### config.mk
export PLATFORM = sky130hd
export DESIGN_NAME = ltc2308_adc_scanner_flat
export DESIGN_NICKNAME = d
export VERILOG_FILES = /design/src/rtl/ltc2308_adc_scanner_if.sv /design/src/rtl/ltc2308_adc_scanner.sv /design/src/flat_wrapper.sv
export SDC_FILE = /design/constraint.sdc
export NUM_CORES = 1
export LEC_CHECK = 0
export CAP_MARGIN = 20
export CORE_MARGIN = 2
export CORE_UTILIZATION = 45
export CTS_BUF_LIST = sky130_fd_sc_hd__clkbuf_4
export CTS_CLUSTER_SIZE = 8
export DETAILED_ROUTE_END_ITERATION = 10
export HOLD_SLACK_MARGIN = 0.08
export PLACE_DENSITY = 0.74
export SETUP_SLACK_MARGIN = 0.15
export SLEW_MARGIN = 30
export SYNTH_ARGS = -nofsm -noshare
export SYNTH_HDL_FRONTEND = slang
export SYNTH_SLANG_ARGS = --single-unit
### constraint.sdc
create_clock -name clk_clk -period 4.02 [get_ports clk_clk]
set_clock_uncertainty 0.05 [all_clocks]
set_input_delay 0.402 -clock clk_clk [delete_from_list [all_inputs] [get_ports clk_clk]]
set_output_delay 0.402 -clock clk_clk [all_outputs]
set_load 0.05 [all_outputs]
### src/rtl/ltc2308_adc_scanner_if.sv
// LTC2308 convert/SPI pin bundle: the scanner is the master, the ADC the slave.
interface ltc2308_adc_scanner_if;
    logic adc_convst;
    logic adc_sck;
    logic adc_sdi;
    logic adc_sdo;

    modport master (output adc_convst, output adc_sck, output adc_sdi, input adc_sdo);
    modport slave  (input adc_convst, input adc_sck, input adc_sdi, output adc_sdo);
endinterface

### src/rtl/ltc2308_adc_scanner.sv
// Round-robin LTC2308 scanner: converts channels 0..7 and packs each result with an
// update count and the previous sample into that channel's 64-bit export word.
module ltc2308_adc_scanner #(
    parameter int unsigned CONV_CYCLES = 80,
    parameter int unsigned CLK_DIV     = 2,
    parameter int unsigned GAP_CYCLES  = 4
) (
    input  logic                  clk_clk,
    input  logic                  reset_reset,
    input  logic                  enable,
    ltc2308_adc_scanner_if.master adc,
    output logic [63:0]           adc0_export,
    output logic [63:0]           adc1_export,
    output logic [63:0]           adc2_export,
    output logic [63:0]           adc3_export,
    output logic [63:0]           adc4_export,
    output logic [63:0]           adc5_export,
    output logic [63:0]           adc6_export,
    output logic [63:0]           adc7_export,
    output logic                  sample_valid,
    output logic [2:0]            sample_ch
);
    localparam int unsigned CNT_MAX = (CONV_CYCLES > GAP_CYCLES) ? CONV_CYCLES : GAP_CYCLES;
    localparam int unsigned CNT_W   = $clog2(CNT_MAX) + 1;
    localparam int unsigned DIV_W   = $clog2(2 * CLK_DIV) + 1;
    localparam int unsigned RES_W   = 12;
    localparam int unsigned BITS    = 12;
    localparam int unsigned CFG_W   = 6;
    localparam int unsigned CH_W    = 3;
    localparam int unsigned BIT_W   = 4;

    typedef enum logic [2:0] {
        S_IDLE,
        S_CONV,
        S_ACQ,
        S_SHIFT,
        S_UPDATE,
        S_GAP
    } state_t;

    state_t             r_state;
    logic [CNT_W-1:0]   r_cnt;
    logic [DIV_W-1:0]   r_div;
    logic [BIT_W-1:0]   r_bit;
    logic [CH_W-1:0]    r_ch;
    logic [CH_W-1:0]    r_res_ch;
    logic               r_first;
    logic [CFG_W-1:0]   r_cfg;
    logic [RES_W-1:0]   r_shift;
    logic               r_convst;
    logic               r_sck;
    logic               r_sdi;
    logic               r_valid;
    logic [CH_W-1:0]    r_sample_ch;
    logic [7:0][63:0]   r_exp;

    logic [CFG_W-1:0]   w_cfg;
    logic [31:0]        w_old_cnt;
    logic [RES_W-1:0]   w_old_smp;

    // Single-ended, unipolar, awake: {S/D, O/S, S1, S0, UNI, SLP}
    assign w_cfg     = {1'b1, r_ch[0], r_ch[2], r_ch[1], 1'b1, 1'b0};
    assign w_old_cnt = r_exp[r_res_ch][63:32];
    assign w_old_smp = r_exp[r_res_ch][11:0];

    always_ff @(posedge clk_clk) begin
        if (reset_reset) begin
            r_state     <= S_IDLE;
            r_cnt       <= '0;
            r_div       <= '0;
            r_bit       <= '0;
            r_ch        <= '0;
            r_res_ch    <= '0;
            r_first     <= 1'b1;
            r_cfg       <= '0;
            r_shift     <= '0;
            r_convst    <= 1'b0;
            r_sck       <= 1'b0;
            r_sdi       <= 1'b0;
            r_valid     <= 1'b0;
            r_sample_ch <= '0;
            r_exp       <= '0;
        end else begin
            r_valid <= 1'b0;
            case (r_state)
                S_IDLE: begin
                    r_convst <= 1'b0;
                    r_sck    <= 1'b0;
                    r_sdi    <= 1'b0;
                    if (enable) begin
                        r_state  <= S_CONV;
                        r_convst <= 1'b1;
                        r_cnt    <= '0;
                    end
                end
                S_CONV: begin
                    if (r_cnt == CNT_W'(CONV_CYCLES - 1)) begin
                        r_state  <= S_ACQ;
                        r_convst <= 1'b0;
                        r_sdi    <= w_cfg[CFG_W-1];
                        r_cfg    <= {w_cfg[CFG_W-2:0], 1'b0};
                    end else begin
                        r_cnt <= r_cnt + CNT_W'(1);
                    end
                end
                S_ACQ: begin
                    r_state <= S_SHIFT;
                    r_div   <= '0;
                    r_bit   <= '0;
                end
                S_SHIFT: begin
                    // SDO is captured on the clock that raises SCK
                    if (r_div == DIV_W'(CLK_DIV - 1)) begin
                        r_sck   <= 1'b1;
                        r_shift <= {r_shift[RES_W-2:0], adc.adc_sdo};
                    end
                    if (r_div == DIV_W'(2 * CLK_DIV - 1)) begin
                        r_sck <= 1'b0;
                        r_div <= '0;
                        if (r_bit == BIT_W'(BITS - 1)) begin
                            r_state <= S_UPDATE;
                        end else begin
                            r_bit <= r_bit + BIT_W'(1);
                            r_sdi <= r_cfg[CFG_W-1];
                            r_cfg <= {r_cfg[CFG_W-2:0], 1'b0};
                        end
                    end else begin
                        r_div <= r_div + DIV_W'(1);
                    end
                end
                S_UPDATE: begin
                    // Result belongs to the config sent in the previous frame
                    if (!r_first) begin
                        r_exp[r_res_ch] <= {w_old_cnt + 32'd1, 4'h0, w_old_smp, 4'h0, r_shift};
                        r_valid         <= 1'b1;
                        r_sample_ch     <= r_res_ch;
                    end
                    r_first  <= 1'b0;
                    r_res_ch <= r_ch;
                    r_ch     <= r_ch + CH_W'(1);
                    r_state  <= S_GAP;
                    r_cnt    <= '0;
                end
                S_GAP: begin
                    if (r_cnt == CNT_W'(GAP_CYCLES - 1)) begin
                        r_cnt <= '0;
                        if (enable) begin
                            r_state  <= S_CONV;
                            r_convst <= 1'b1;
                        end else begin
                            r_state <= S_IDLE;
                        end
                    end else begin
                        r_cnt <= r_cnt + CNT_W'(1);
                    end
                end
                default: begin
                    r_state <= S_IDLE;
                end
            endcase
        end
    end

    assign adc.adc_convst = r_convst;
    assign adc.adc_sck    = r_sck;
    assign adc.adc_sdi    = r_sdi;
    assign sample_valid   = r_valid;
    assign sample_ch      = r_sample_ch;
    assign adc0_export    = r_exp[0];
    assign adc1_export    = r_exp[1];
    assign adc2_export    = r_exp[2];
    assign adc3_export    = r_exp[3];
    assign adc4_export    = r_exp[4];
    assign adc5_export    = r_exp[5];
    assign adc6_export    = r_exp[6];
    assign adc7_export    = r_exp[7];
endmodule

### src/flat_wrapper.sv
// flat-port wrapper written by rule: the top's interface ports become plain ports
module ltc2308_adc_scanner_flat 
#(
    parameter int unsigned CONV_CYCLES = 80,
    parameter int unsigned CLK_DIV     = 2,
    parameter int unsigned GAP_CYCLES  = 4
)
  (clk_clk, reset_reset, enable, adc0_export, adc1_export, adc2_export, adc3_export, adc4_export, adc5_export, adc6_export, adc7_export, sample_valid, sample_ch, adc_adc_convst, adc_adc_sck, adc_adc_sdi, adc_adc_sdo);
  ltc2308_adc_scanner_if adc_i ();
  input  logic clk_clk;
  input  logic reset_reset;
  input  logic enable;
  output logic [63:0] adc0_export;
  output logic [63:0] adc1_export;
  output logic [63:0] adc2_export;
  output logic [63:0] adc3_export;
  output logic [63:0] adc4_export;
  output logic [63:0] adc5_export;
  output logic [63:0] adc6_export;
  output logic [63:0] adc7_export;
  output logic sample_valid;
  output logic [2:0] sample_ch;
  output wire logic [$bits(adc_i.adc_convst)-1:0] adc_adc_convst;
  output wire logic [$bits(adc_i.adc_sck)-1:0] adc_adc_sck;
  output wire logic [$bits(adc_i.adc_sdi)-1:0] adc_adc_sdi;
  input wire logic [$bits(adc_i.adc_sdo)-1:0] adc_adc_sdo;
  assign adc_adc_convst = adc_i.adc_convst;
  assign adc_adc_sck = adc_i.adc_sck;
  assign adc_adc_sdi = adc_i.adc_sdi;
  assign adc_i.adc_sdo = adc_adc_sdo;
  ltc2308_adc_scanner #(.CONV_CYCLES(CONV_CYCLES), .CLK_DIV(CLK_DIV), .GAP_CYCLES(GAP_CYCLES)) u_core (.clk_clk(clk_clk), .reset_reset(reset_reset), .enable(enable), .adc(adc_i), .adc0_export(adc0_export), .adc1_export(adc1_export), .adc2_export(adc2_export), .adc3_export(adc3_export), .adc4_export(adc4_export), .adc5_export(adc5_export), .adc6_export(adc6_export), .adc7_export(adc7_export), .sample_valid(sample_valid), .sample_ch(sample_ch));
endmodule
==> summary.md, run 1 <==
| Metric | Value |
|---|---|
| Outcome | `complete, no violations` |
| CTS Root Cell | `clkbuf_4` |
| Yosys top cell area share | `0.417` |
| Setup TNS | `0 ns` |
| Vias in the first global route | `about 23,000` |
| Post-synth EDFFs | `0` |
| CP required | `4.84 ns` |
| Most frequent cell after synthesis | `dfxtp_1` |
| Static Leak | `approximately 10 nW` |
| Seq pwr share | `0.498` |
| Die Area | `54,800 sq um` |
| CP Data Arrival Time | `4.53 ns` |
| Clock power frac | `0.462` |
| Largest net degree at the start of global routing | `248` |
| CTS buffer count | `136` |
| CP endpoint kind | `flip-flop` |
| Min Clock Period, post-route | `3.72 ns` |
| Synth cell count leaders | `dfxtp_1 (496), nand2_1 (416), nor2_1 (309)` |
| Die Height | `between 200 and 250 microns` |
| Max Slew Vio Count | `0` |
| Fillers | `4,580` |
| Synth warnings | `0` |
| DR WL/cell | `roughly 25 microns` |
| Clock latency on the worst-skew pair | `0.98 ns` |
| FF-to-FF Start | `u_core.r_res_ch[0]$_SDFFE_PP0N_` |
| Crit start category | `flip-flop` |
| Placer congestion estimate | `0.969` |
| Post-synth top area cell | `dfxtp_1` |
| Post-synth ARST share | `0` |
| Slew headroom | `0.306` |
| Sequential area share after synthesis | `0.417` |
| Io pins | `523` |
| DR vias | `about 25,000` |
| ANT nets after route | `0` |
| Dpl ws | `roughly 0.083 ns` |
| Final nets | `3,184` |
| Worst hold path cell count | `2` |
| Crit Path Max Fanout | `16` |
| Initial core utilization | `0.454` |
| Post-Syn Instances | `2,770` |
| Total track usage | `0.348` |
| Reg clk slew, reported paths | `0.07 ns` |
| Layout cells sized above 1 | `0.133` |
| Clock sinks | `496` |
| Post-route setup slack | `around 0.3 ns` |
| # H-tree levels | `4` |
| Core Rows | `between 80 and 90` |
| FF-to-FF End | `u_core.adc7_export[51]$_SDFFE_PP0P_` |
| Primary FF master, synth | `dfxtp_1` |
| Iter 0 DRT Violations | `3,531` |
| Psw | `approximately 2.5 mW` |
| Final-report setup violation count | `0` |
| PortBufs | `458` |
| PwrDens | `326 nW/um^2` |
| Crit path to | `u_core.adc7_export[51]$_SDFFE_PP0P_` |
| Crit share post-route | `0.925` |
| DIE WIDTH | `234 microns` |
| Number of max-cap violations | `0` |
| Initial antenna violation count | `3` |
| Global route overflow | `0` |
| Placeable Area | `52,400 sq um` |
| Area growth from synthesis to layout | `27.7%` |
| Cell Area, Synth | `around 24,000 sq um` |
| RSZ-0062 raised after global routing | `true` |
| CTS tree | `built` |
| Comb power frac | `0.040` |
| Internal | `7.38 mW` |
| Synth top area cells | `dfxtp_1 (42%), mux4_2 (7.5%), nand2_1 (6.6%), nor2_1 (4.9%), a211oi_1 (4.7%)` |
| Clk buf depth | `3` |
| Remaining DRCs | `0` |
| HP Class | `reg -> reg` |
| Synthesized area per cell | `between 8 and 9 sq um` |
| Final hold violations | `0` |
| Highest Clock Rate | `269 MHz` |
| Drt first pass iters | `7` |
| Register bit total from synthesis | `roughly 500` |
| Detailed Route WL | `between 90,000 and 100,000 microns` |
| Max VDD drop | `0.000229 V` |
| Distinct cell type count after synthesis | `72` |
| Reg2Reg Depth | `7` |
| Vias/cell | `about 6.3` |
| First-pass GRT wire length | `144,000 microns` |
| Post-DP HPWL | `approximately 66,000 microns` |
| Switching Fraction | `0.256` |
| Measured slew at the worst slew-check pin | `1.01 ns` |
| R2R Setup Slk | `0.30 ns` |
| Crit. Startpoint | `u_core.r_res_ch[0]$_SDFFE_PP0N_` |
| Setup CP Type | `reg -> reg` |
critical path, stage by stage, from the launching register on:
cell,delay (ns)
dfxtp_4,0.57
buf_4,0.36
mux4_1,0.30
mux2i_2,0.07
or4_1,0.70
nor4_4,0.61
nand3_1,0.44
a2111oi_0,0.50
timing repair:
action / 4_1_cts / 5_1_grt
endpoints found under the hold margin: 56 / 0
cloned: 0 / 0
setup endpoints to repair: 16 / 26
resized for setup: 1 / 5
hold buffers: 3 / 0
setup buffers: 1 / 0
logic make-up (layout without fill, tap and decap cells):
kind of cell | count (synthesis) | after routing | share of synthesized area
AND/OR/NAND/NOR | 1052 | 1052 | 0.196
AO/OA/AOI/OAI | 683 | 683 | 0.191
flip-flops | 496 | 496 | 0.417
buffers and inverters | 358 | 787 | 0.0757
multiplexers | 154 | 154 | 0.109
XOR/XNOR | 20 | 20 | 0.00736
adder cells (fa/ha/maj) | 6 | 6 | 0.00315
other | 1 | 69 | 0.000158
cells in the final DEF (no fill, tap or decap), drive strengths merged, types with 54 or more instances in the layout:
cell type / synthesis / routed
clkbuf: 222 / 186
nor2: 309 / 309
nor3: 54 / 54
conb: 1 / 64
a21oi: 202 / 202
mux4: 82 / 82
clkdlybuf4s50: 0 / 457
o21ai: 106 / 106
nand3: 116 / 116
dfxtp: 496 / 496
a211oi: 150 / 150
nand2: 417 / 417
buf: 123 / 88
mux2i: 55 / 55
per-layer routing:
layer / up-vias / GRT usage / part of all wire
met4: 2 / 0.198 / 0.057
met5: - / 0 / 0.00013
li1: 10900 / - / -
met3: 363 / 0.107 / 0.13
met2: 1826 / 0.529 / 0.45
met1: 11900 / 0.438 / 0.36
sequential cells by signal, indices dropped and copies added, names as in the netlist, 4 cells and up:
register and flops:
u_core.adc7_export 56, u_core.r_shift 12, u_core.adc6_export 56, u_core.r_bit 4, u_core.adc5_export 56, u_core.adc0_export 56
u_core.adc3_export 56, u_core.adc1_export 56, u_core.r_cnt 8, u_core.r_cfg 4, u_core.adc2_export 56, u_core.adc4_export 56
power groups by stage:
| stage | sequential, mW | clock [mW] | combinational, mW |
|---|---|---|---|
| 6_report | 4.94 | 4.58 | 0.394 |
| 5_1_grt | 4.93 | 4.88 | 0.422 |
| 4_1_cts | 4.94 | 4.63 | 0.384 |
| 3_5_place_dp | 5.05 | 0 | 0.380 |
| 3_3_place_gp | 5.05 | 0 | 0.371 |
| 2_1_floorplan | 5.06 | 0 | 0.355 |
per-stage QoR:
stage	utilization	cells	power, mW	cell area [sq um]	hold slack, ns
6_report	0.580	3955	9.91	30400	0.413
4_1_cts	0.578	3949	9.95	30300	0.411
3_3_place_gp	0.545	3719	5.42	28600	0.402
5_1_grt	0.580	3951	10.2	30400	0.433
2_1_floorplan	-	2833	5.41	24000	0.404
3_5_place_dp	0.545	3719	5.43	28600	0.403
layout make-up:
| cell class | count | area [sq um] | share of cell area |
|---|---|---|---|
| inverters | 13 | 55.1 | 0.00181 |
| diodes | 5 | 12.5 | 0.000412 |
| repair buffers | 548 | 5410 | 0.178 |
| clock inverters | 40 | 262 | 0.00860 |
| well taps | 688 | 861 | 0.0283 |
| clock buffers | 186 | 1400 | 0.0459 |
| multi-input cells | 1979 | 12500 | 0.410 |
| flip-flops and latches | 496 | 9940 | 0.327 |
worst min path at each step:
stage,startpoint,endpoint
2_1_floorplan,u_core.r_first$_SDFFE_PP1N_,u_core.r_first$_SDFFE_PP1N_
3_3_place_gp,u_core.sample_ch[0]$_SDFFE_PP0P_,u_core.sample_ch[0]$_SDFFE_PP0P_
3_5_place_dp,u_core.sample_ch[0]$_SDFFE_PP0P_,u_core.sample_ch[0]$_SDFFE_PP0P_
4_1_cts,u_core.sample_ch[0]$_SDFFE_PP0P_,u_core.sample_ch[0]$_SDFFE_PP0P_
5_1_grt,u_core.adc5_export[35]$_SDFFE_PP0P_,u_core.adc5_export[35]$_SDFFE_PP0P_
6_report,u_core.sample_ch[0]$_SDFFE_PP0P_,u_core.sample_ch[0]$_SDFFE_PP0P_
No activity file was read; power rests on OpenSTA's default activity.
==> run 2: changes to the inputs <==
--- a/config.mk
+++ b/config.mk
@@ -12,7 +12,7 @@
 export CTS_CLUSTER_SIZE = 8
 export DETAILED_ROUTE_END_ITERATION = 10
 export HOLD_SLACK_MARGIN = 0.08
-export PLACE_DENSITY = 0.74
+export PLACE_DENSITY = 0.72
 export SETUP_SLACK_MARGIN = 0.15
 export SLEW_MARGIN = 30
 export SYNTH_ARGS = -nofsm -noshare
==> run 2 against run 1 <==
Net effect:
- maximum frequency hardly changed
- clock-buffer cell count up 3
- cell count up 0.28%
- wire length is 0.66% lower
- global-route usage is 0.50 points lower
- sequential share of layout area fell by 0.13 points
- utilization is 0.23 points higher
- final area up 0.39%
- non-clock buffer count grew 19
- total power fell by 0.38%
- sequential power is essentially flat
- register-to-register slack hardly changed
==> summary.md, run 2 (same netlist as run 1, synthesis figures left out) <==
| Metric | Value |
|---|---|
| Outcome | `complete, no violations` |
| Max VDD drop | `about 0.00021 V` |
| Clock sinks | `496` |
| Vias in the first global route | `roughly 23,000` |
| Number of max-cap violations | `0` |
| Clock latency on the worst-skew pair | `1.04 ns` |
| ANT nets after route | `0` |
| Drt first pass iters | `8` |
| Die Height | `approximately 230 microns` |
| Most common cell after layout, fill and taps aside | `dfxtp_1` |
| DIE WIDTH | `234 microns` |
| CTS Root Cell | `clkbuf_4` |
| Post-DP HPWL | `~65,000 microns` |
| Final hold violations | `0` |
| Reg clk slew, reported paths | `0.07 ns` |
| CTS buffer count | `136` |
| Global route overflow | `0` |
| # H-tree levels | `4` |
| Iter 0 DRT Violations | `~3,000` |
| Static Leak | `10.3 nW` |
| HP Class | `in -> reg` |
| Bufs and invs on worst path | `1` |
| CTS tree | `built` |
| Setup CP Type | `reg -> reg` |
| Most frequent cells in the layout | `dfxtp_1 (494), clkdlybuf4s50_1 (457), nand2_1 (413), nor2_1 (305), a21oi_1 (202)` |
| Setup TNS | `0 ns` |
| Slowest cell delay on critical path | `0.99 ns` |
| PwrDens | `324 nW/um^2` |
| Layout cells sized above 1 | `0.138` |
| DR WL/cell | `approximately 25 microns` |
| First-pass GRT wire length | `between 100,000 and 150,000 microns` |
| Area growth from synthesis to layout | `28.2%` |
| Remaining DRCs | `0` |
| Total track usage | `0.343` |
| Crit share post-route | `0.925` |
| Worst-path cell chain | `buf_4, mux4_2, mux2_2, nand3_1, nor4_2, and3_1, o311ai_0` |
| Final nets | `3,203` |
| CP endpoint kind | `flip-flop` |
| R2R Setup Slk | `about 0.3 ns` |
| Initial antenna violation count | `2` |
| Max Slew Vio Count | `0` |
| Highest Clock Rate | `269 MHz` |
| DR vias | `24,700` |
| Core Rows | `84` |
| PortBufs | `458` |
| Crit start category | `flip-flop` |
| Final-report setup violation count | `0` |
| Largest net degree at the start of global routing | `191` |
| Initial core utilization | `0.454` |
| Hold slack final | `0.404 ns` |
| Io pins | `523` |
| RSZ-0062 raised after global routing | `false` |
| CP Data Arrival Time | `4.50 ns` |
| Die Area | `54,800 sq um` |
| Slew headroom | `0.297` |
| Min Clock Period, post-route | `3.72 ns` |
| Top delay family on crit path | `simple AND/OR/NAND/NOR gates` |
| Measured slew at the worst slew-check pin | `1.05 ns` |
| Vias/cell | `6.23` |
| Clk buf depth | `3` |
| Detailed Route WL | `98,000 microns` |
| Max stage delay cell, worst path | `nor4_2` |
| Placer congestion estimate | `0.955` |
| Crit Path Max Fanout | `16` |
| CP required | `around 4.8 ns` |
| Placeable Area | `52,400 sq um` |
==> run 2: changes by cell type in the layout (fill, tap and decap cells not counted), moves of 2 or more <==
| cell | before | now |
|---|---|---|
| buf_4 | 76 | 94 |
| clkinv_1 | 26 | 18 |
| clkinv_2 | 6 | 2 |
| clkinvlp_4 | 0 | 4 |
| mux2i_1 | 48 | 52 |
| mux2i_2 | 7 | 3 |
| clkbuf_4 | 186 | 189 |
| diode_2 | 5 | 2 |
| buf_12 | 7 | 9 |
| nor3_2 | 6 | 8 |
==> run 2: final cells by class <==
| cell class | count | area, sq um |
|---|---|---|
| fillers | 4552 | 21900 |
| multi-input cells | 1979 | 12500 |
| inverters | 13 | 55.1 |
| clock inverters | 32 | 220 |
| repair buffers | 567 | 5570 |
| clock buffers | 189 | 1420 |
| diodes | 2 | 5.00 |
| well taps | 688 | 861 |
| flip-flops and latches | 496 | 9940 |
==> run 2: worst register-to-register path, delay by kind of cell, from the launching register on <==
| kind | cells | cell delay, ns |
|---|---|---|
| simple gates | 3 | 1.88 |
| flops | 1 | 0.59 |
| mux | 2 | 0.52 |
| buf+inv | 1 | 0.36 |
| compound gates | 1 | 0.17 |
==> run 2: power by group <==
group | total (mW) | internal (mW) | switching [mW]
Clock | 4.54 | 2.35 | 2.20
Sequential | 4.94 | 4.93 | 0.0108
Combinational | 0.395 | 0.0660 | 0.329
Total | 9.88 | 7.34 | 2.54
==> run 2: worst paths after layout <==
kind                                                  startpoint                                  end  cells after the start
worst max-delay path             u_core.r_res_ch[0]$_SDFFE_PP0N_  u_core.adc7_export[57]$_SDFFE_PP0P_                      7
worst min-delay path                                 reset_reset  u_core.adc1_export[32]$_SDFFE_PP0P_                      3
worst max register to register   u_core.r_res_ch[0]$_SDFFE_PP0N_  u_core.adc7_export[57]$_SDFFE_PP0P_                      7
worst min register to register  u_core.sample_ch[0]$_SDFFE_PP0P_     u_core.sample_ch[0]$_SDFFE_PP0P_                      2
==> run 2: layer usage <==
| layer | vias to the layer above | GRT usage | wire [microns] |
|---|---|---|---|
| li1 | 10900 | - | - |
| met1 | 11800 | 0.442 | 37600 |
| met2 | 1691 | 0.523 | 44200 |
| met3 | 338 | 0.0911 | 10900 |
| met4 | 0 | 0.189 | 5290 |
| met5 | - | 0 | 0 |
==> run 2: metrics by stage <==
step	util	area [sq um]	power, mW	cells	setup WS, ns
final	0.582	30500	9.88	3966	0.301
after global routing	0.582	30500	10.2	3966	0.176
after CTS	0.579	30400	9.93	3955	0.152
after detailed placement	0.547	28700	5.43	3729	-0.282
after global placement	0.547	28700	5.42	3729	0.0141
after floorplan	-	24000	5.41	2833	0.541
==> run 2: timing repair <==
item,4_1_cts,5_1_grt
pin swaps,1,3
hold endpoints to repair,68,0
hold buffers,3,0
setup buffers,2,9
setup endpoints to repair,42,93
resized for setup,2,2
==> edit 1: new RTL, settings of run 1 <==
`CONV_CYCLES` is set to 80 in 2 places; all go to 160.
--- a/src/rtl/ltc2308_adc_scanner.sv
+++ b/src/rtl/ltc2308_adc_scanner.sv
@@ -2,5 +2,5 @@
 // update count and the previous sample into that channel's 64-bit export word.
 module ltc2308_adc_scanner #(
-    parameter int unsigned CONV_CYCLES = 80,
+    parameter int unsigned CONV_CYCLES = 160,
     parameter int unsigned CLK_DIV     = 2,
     parameter int unsigned GAP_CYCLES  = 4
--- a/src/flat_wrapper.sv
+++ b/src/flat_wrapper.sv
@@ -2,5 +2,5 @@
 module ltc2308_adc_scanner_flat 
 #(
-    parameter int unsigned CONV_CYCLES = 80,
+    parameter int unsigned CONV_CYCLES = 160,
     parameter int unsigned CLK_DIV     = 2,
     parameter int unsigned GAP_CYCLES  = 4
Check against the original RTL: no difference found for any inputs over 4 cycles, from zero or initial values and one cycle with reset_reset high; that may be too few to reach the edited logic, so the function may still have changed.
==> edit 1 against run 1 <==
  * Power is 3.2% higher
  * Largest cell class unchanged
  * Sequential cell count is 1 higher
  * Largest power group unchanged
  * Setup slack better by 0.079 ns
  * Wire length is 14% lower
  * Combinational power is 35% higher
  * Area after synthesis is 7.4% lower
  * Sequential share of layout area is 2.0 points higher
  * Critical path type unchanged
  * Final area is 5.5% lower
==> edit 1: results (changes against run 1) <==
die area: 0.05078 mm^2 (-7.3%)
Global Route met1 Usage: 40.51% (-3.3 points)
gr ovfl total: 0 (unchanged)
Vias: 21.80k (-13%)
CP Max Fanout: 30 (+14)
first-pass detailed-route iteration total: 6 (-1)
routed len/inst: 22.75 um (-8.7%)
Pleak: 9.859 nW (-3.5%)
GRT Util Overall: 32.55% (-2.3 points)
DR WL met2: 39710 um (-10%)
Area contributors post-synth: dfxtp_1, nand2_1, mux4_2
1st-iter DRT viols: 2421 (-31%)
synth unique cells: 73 (+1.4%)
uppermost routed layer: met4
fillers: 4281 (-6.5%)
Num CTS Buffers: 137 (+0.74%)
Hold Crit Class: input pin to flip-flop
fin cells: 3736 (-5.5%)
placer congestion estimate: 0.9336 (-3.7%)
Worst-Margin Slew: 0.9533 ns (-0.05823 ns)
Placed Cells: 3500 (-5.9%)
met2 Use GR: 51.31% (-1.6 points)
Final #Nets: 3034 (-4.7%)
Post-DP Area: 0.02688 mm^2 (-6.0%)
largest net degree at the start of global routing: 178 (-28%)
WL met1: 32110 um (-11%)
met3 WL: 9891 um (-23%)
vias in the first global route: 20.52k (-11%)
Place WS: 0.08812 ns (+0.005138 ns)
register area share after synthesis: 45.13% (+3.4 points)
first-pass GRT wire length: 124700 um (-13%)
dpl hpwl: 56290 um (-14%)
Post-synth top cells: nand2_1, dfxtp_1, a21oi_1
status: finished, final reports clean
Post-Synthesis Cells: 2559 (-7.6%)
layout cells sized above 1: 14.02% (+0.72 points)
Max IR drop VDD: 212.7 uV (-7.1%)
grt met3 use: 10.85% (+0.13 points)
## edit 1: cell types whose count changed in the layout (fill, tap and decap cells not counted), moves of 22 or more
cell / before / now
or3_1: 2 / 25
nor3_1: 46 / 108
nand4_1: 40 / 8
a32oi_1: 33 / 0
nand2_1: 413 / 555
a21oi_1: 202 / 298
nor4_1: 35 / 3
nor2_1: 304 / 282
o21ai_0: 104 / 24
a211oi_1: 150 / 16
## edit 1: logic make-up after synthesis
group                      synth area share (%)
AOI/OAI and AO/OA                         10.53
xor gates and xnor gates                  1.192
adders and majority gates                0.3405
buffers and inverters                     6.652
DFF                                       45.13
muxes                                     12.42
other                                   0.01701
and+or+nand+nor                           23.71
## edit 1: through the flow
| stage | util [%] | hold WS [ns] |
|---|---|---|
| final | 59.04 | 0.3113 |
| after global routing | 59.04 | 0.2405 |
| after CTS | 58.85 | 0.2149 |
| after detailed placement | 55.26 | 0.4118 |
| after global placement | 55.26 | 0.3981 |
| after floorplan | - | 0.3815 |
## edit 1: what timing repair did
action,CTS,global route
cloned,0,0
buffers inserted,0,5
resized for setup,1,1
hold buffers,2,0
endpoints found under the hold margin,121,0
setup endpoints to repair,8,16
pin swaps,0,1
## edit 1: worst paths after layout
| check | start | cells after the start | slack [ns] | endpoint |
|---|---|---|---|---|
| max reg2reg | u_core.r_res_ch[0]$_SDFFE_PP0N_ | 9 | 0.38 | u_core.adc1_export[46]$_SDFFE_PP0P_ |
| min reg2reg | u_core.r_cfg[2]$_SDFFE_PP0P_ | 2 | 0.42 | u_core.r_cfg[2]$_SDFFE_PP0P_ |
| max | u_core.r_res_ch[0]$_SDFFE_PP0N_ | 9 | 0.38 | u_core.adc1_export[46]$_SDFFE_PP0P_ |
| min | enable | 4 | 0.31 | u_core.r_state[0]$_SDFFE_PP0P_ |
## edit 1: area by class of cell
cell class | instances | area [um^2] | area share [%]
multi-input combinational | 1847 | 10970 | 38.21
tap | 622 | 778.2 | 2.710
clock inverter | 18 | 172.7 | 0.6012
antenna | 5 | 12.51 | 0.04357
timing repair buffer | 534 | 5248 | 18.27
clock buffer | 206 | 1546 | 5.385
inverter | 7 | 26.28 | 0.09149
sequential | 497 | 9961 | 34.68
## edit 1: worst max-delay path, stage by stage (launching register included)
cell	delay, ns
dfxtp_4	0.70
buf_4	0.30
mux4_2	0.27
mux2i_2	0.12
nor4_4	0.65
nand2_1	0.25
nor4_1	0.50
xor2_1	0.34
buf_4	0.24
a211oi_1	0.08
## edit 1: where the power goes
group | internal (mW) | switching (mW) | total, mW
Combinational | 0.128 | 0.404 | 0.532
Sequential | 4.95 | 0.0409 | 4.99
Clock | 2.56 | 2.14 | 4.70
Total | 7.64 | 2.59 | 10.2
==> edit 2: new RTL, settings of run 1 <==
Without the edit above. Register the input `enable` before use. The logic sees it one clock later. The other inputs are not delayed to match.
--- a/src/rtl/ltc2308_adc_scanner.sv
+++ b/src/rtl/ltc2308_adc_scanner.sv
@@ -38,4 +38,14 @@
         S_GAP
     } state_t;
+
+    logic enable_q;
+
+    always_ff @(posedge clk_clk) begin
+        if (reset_reset) begin
+            enable_q <= '0;
+        end else begin
+            enable_q <= enable;
+        end
+    end
 
     state_t             r_state;
@@ -88,5 +98,5 @@
                     r_sck    <= 1'b0;
                     r_sdi    <= 1'b0;
-                    if (enable) begin
+                    if (enable_q) begin
                         r_state  <= S_CONV;
                         r_convst <= 1'b1;
@@ -145,5 +155,5 @@
                     if (r_cnt == CNT_W'(GAP_CYCLES - 1)) begin
                         r_cnt <= '0;
-                        if (enable) begin
+                        if (enable_q) begin
                             r_state  <= S_CONV;
                             r_convst <= 1'b1;
Formal check against the unedited RTL: not equivalent (Yosys sat finds a counterexample within 4 cycles, from zero or initial values and one cycle with reset_reset high).
==> edit 2 against run 1 <==
  * Area after synthesis rose by 1.5%
  * Largest power group unchanged
  * Sequential share of layout area fell by 0.41 points
  * Power rose by 2.9%
  * Wire length fell by 1.4%
  * Setup slack got worse by 0.031 ns
  * Sequential cell count rose by 1
  * Final area rose by 1.5%
==> edit 2: results (changes against run 1) <==
status: finished, final reports clean
Internal: 7.576 mW (+2.7%)
Synth Area in Adders: 0.3107% (-0.0046 points)
XOR/XNOR Fraction of Synth Area: 0.5800% (-0.16 points)
Worst-Skew Late Latency: 1.02 ns (+0.04 ns)
dpl hpwl: 63170 um (-4.0%)
Post-synth top cells: dfxtp_1, nand2_1, nor2_1
syn_area_per_cell: 8.280 um^2 (-3.7%)
Layout clock buffers: 199 (+7.0%)
Buffers, non-clock: 562 (+2.6%)
DR WL met2: 44880 um (+1.6%)
post-synthesis compound-gate area fraction: 14.39% (-4.7 points)
Pleak: 10.65 nW (+4.3%)
Slew HR: 38.98% (+8.3 points)
Final non-clock buffer share: 17.90% (+0.12 points)
Place WS: -0.2041 ns (-0.2871 ns)
Final #Nets: 3329 (+4.6%)
Multi-input comb cells: 2111 (+6.7%)
WL met1: 36340 um (+1.2%)
vias in the first global route: 23.62k (+2.0%)
grt met3 use: 8.900% (-1.8 points)
post-synthesis mux area share: 11.44% (+0.51 points)
R2R Path Start: u_core.r_res_ch[1]$_SDFFE_PP0N_
Global Route met1 Usage: 41.98% (-1.8 points)
switching power: 2.624 mW (+3.5%)
1st-iter DRT viols: 3227 (-8.6%)
ANT cells: 3 (-2)
Area contributors post-synth: dfxtp_1, nand2_1, nor2_1
period utilisation layout: 93.24% (+0.76 points)
Post-DP Area: 0.02900 mm^2 (+1.4%)
Num CTS Buffers: 135 (-0.74%)
Max IR drop VDD: 193.5 uV (-15%)
Placed Cells: 3865 (+3.9%)
routed len/inst: 23.72 um (-4.9%)
largest net degree at the start of global routing: 178 (-28%)
GRT Util Overall: 33.54% (-1.3 points)
fillers: 4589 (+0.20%)
CP Max Fanout: 33 (+17)
met3 WL: 11020 um (-15%)
CP endpoint: u_core.adc0_export[54]$_SDFFE_PP0P_
[edit 2: logic make-up (layout without fill, tap and decap cells)]
group | Yosys count | count (layout)
mux | 152 | 152
flops | 497 | 497
fa+ha+maj | 6 | 6
other cells | 1 | 67
compound gates | 551 | 551
simple gates | 1322 | 1322
buf+inv | 373 | 801
xor+xnor | 16 | 16
[edit 2: what timing repair did]
| action | in CTS | in global routing |
|---|---|---|
| gates resized for setup | 2 | 5 |
| gates cloned | 0 | 0 |
| hold endpoints to repair | 73 | 0 |
| hold buffers | 3 | 0 |
| endpoints found under the setup margin | 45 | 55 |
| buffers inserted | 1 | 1 |
[edit 2: critical path, stage by stage, from the launching register on]
cell and delay (ns):
dfxtp_4 0.64, buf_16 0.23, mux4_1 0.18, mux2i_1 0.17, or4_4 0.68, or3_2 0.64
buf_4 0.31, nor3_1 0.30, buf_4 0.21, o311ai_0 0.15
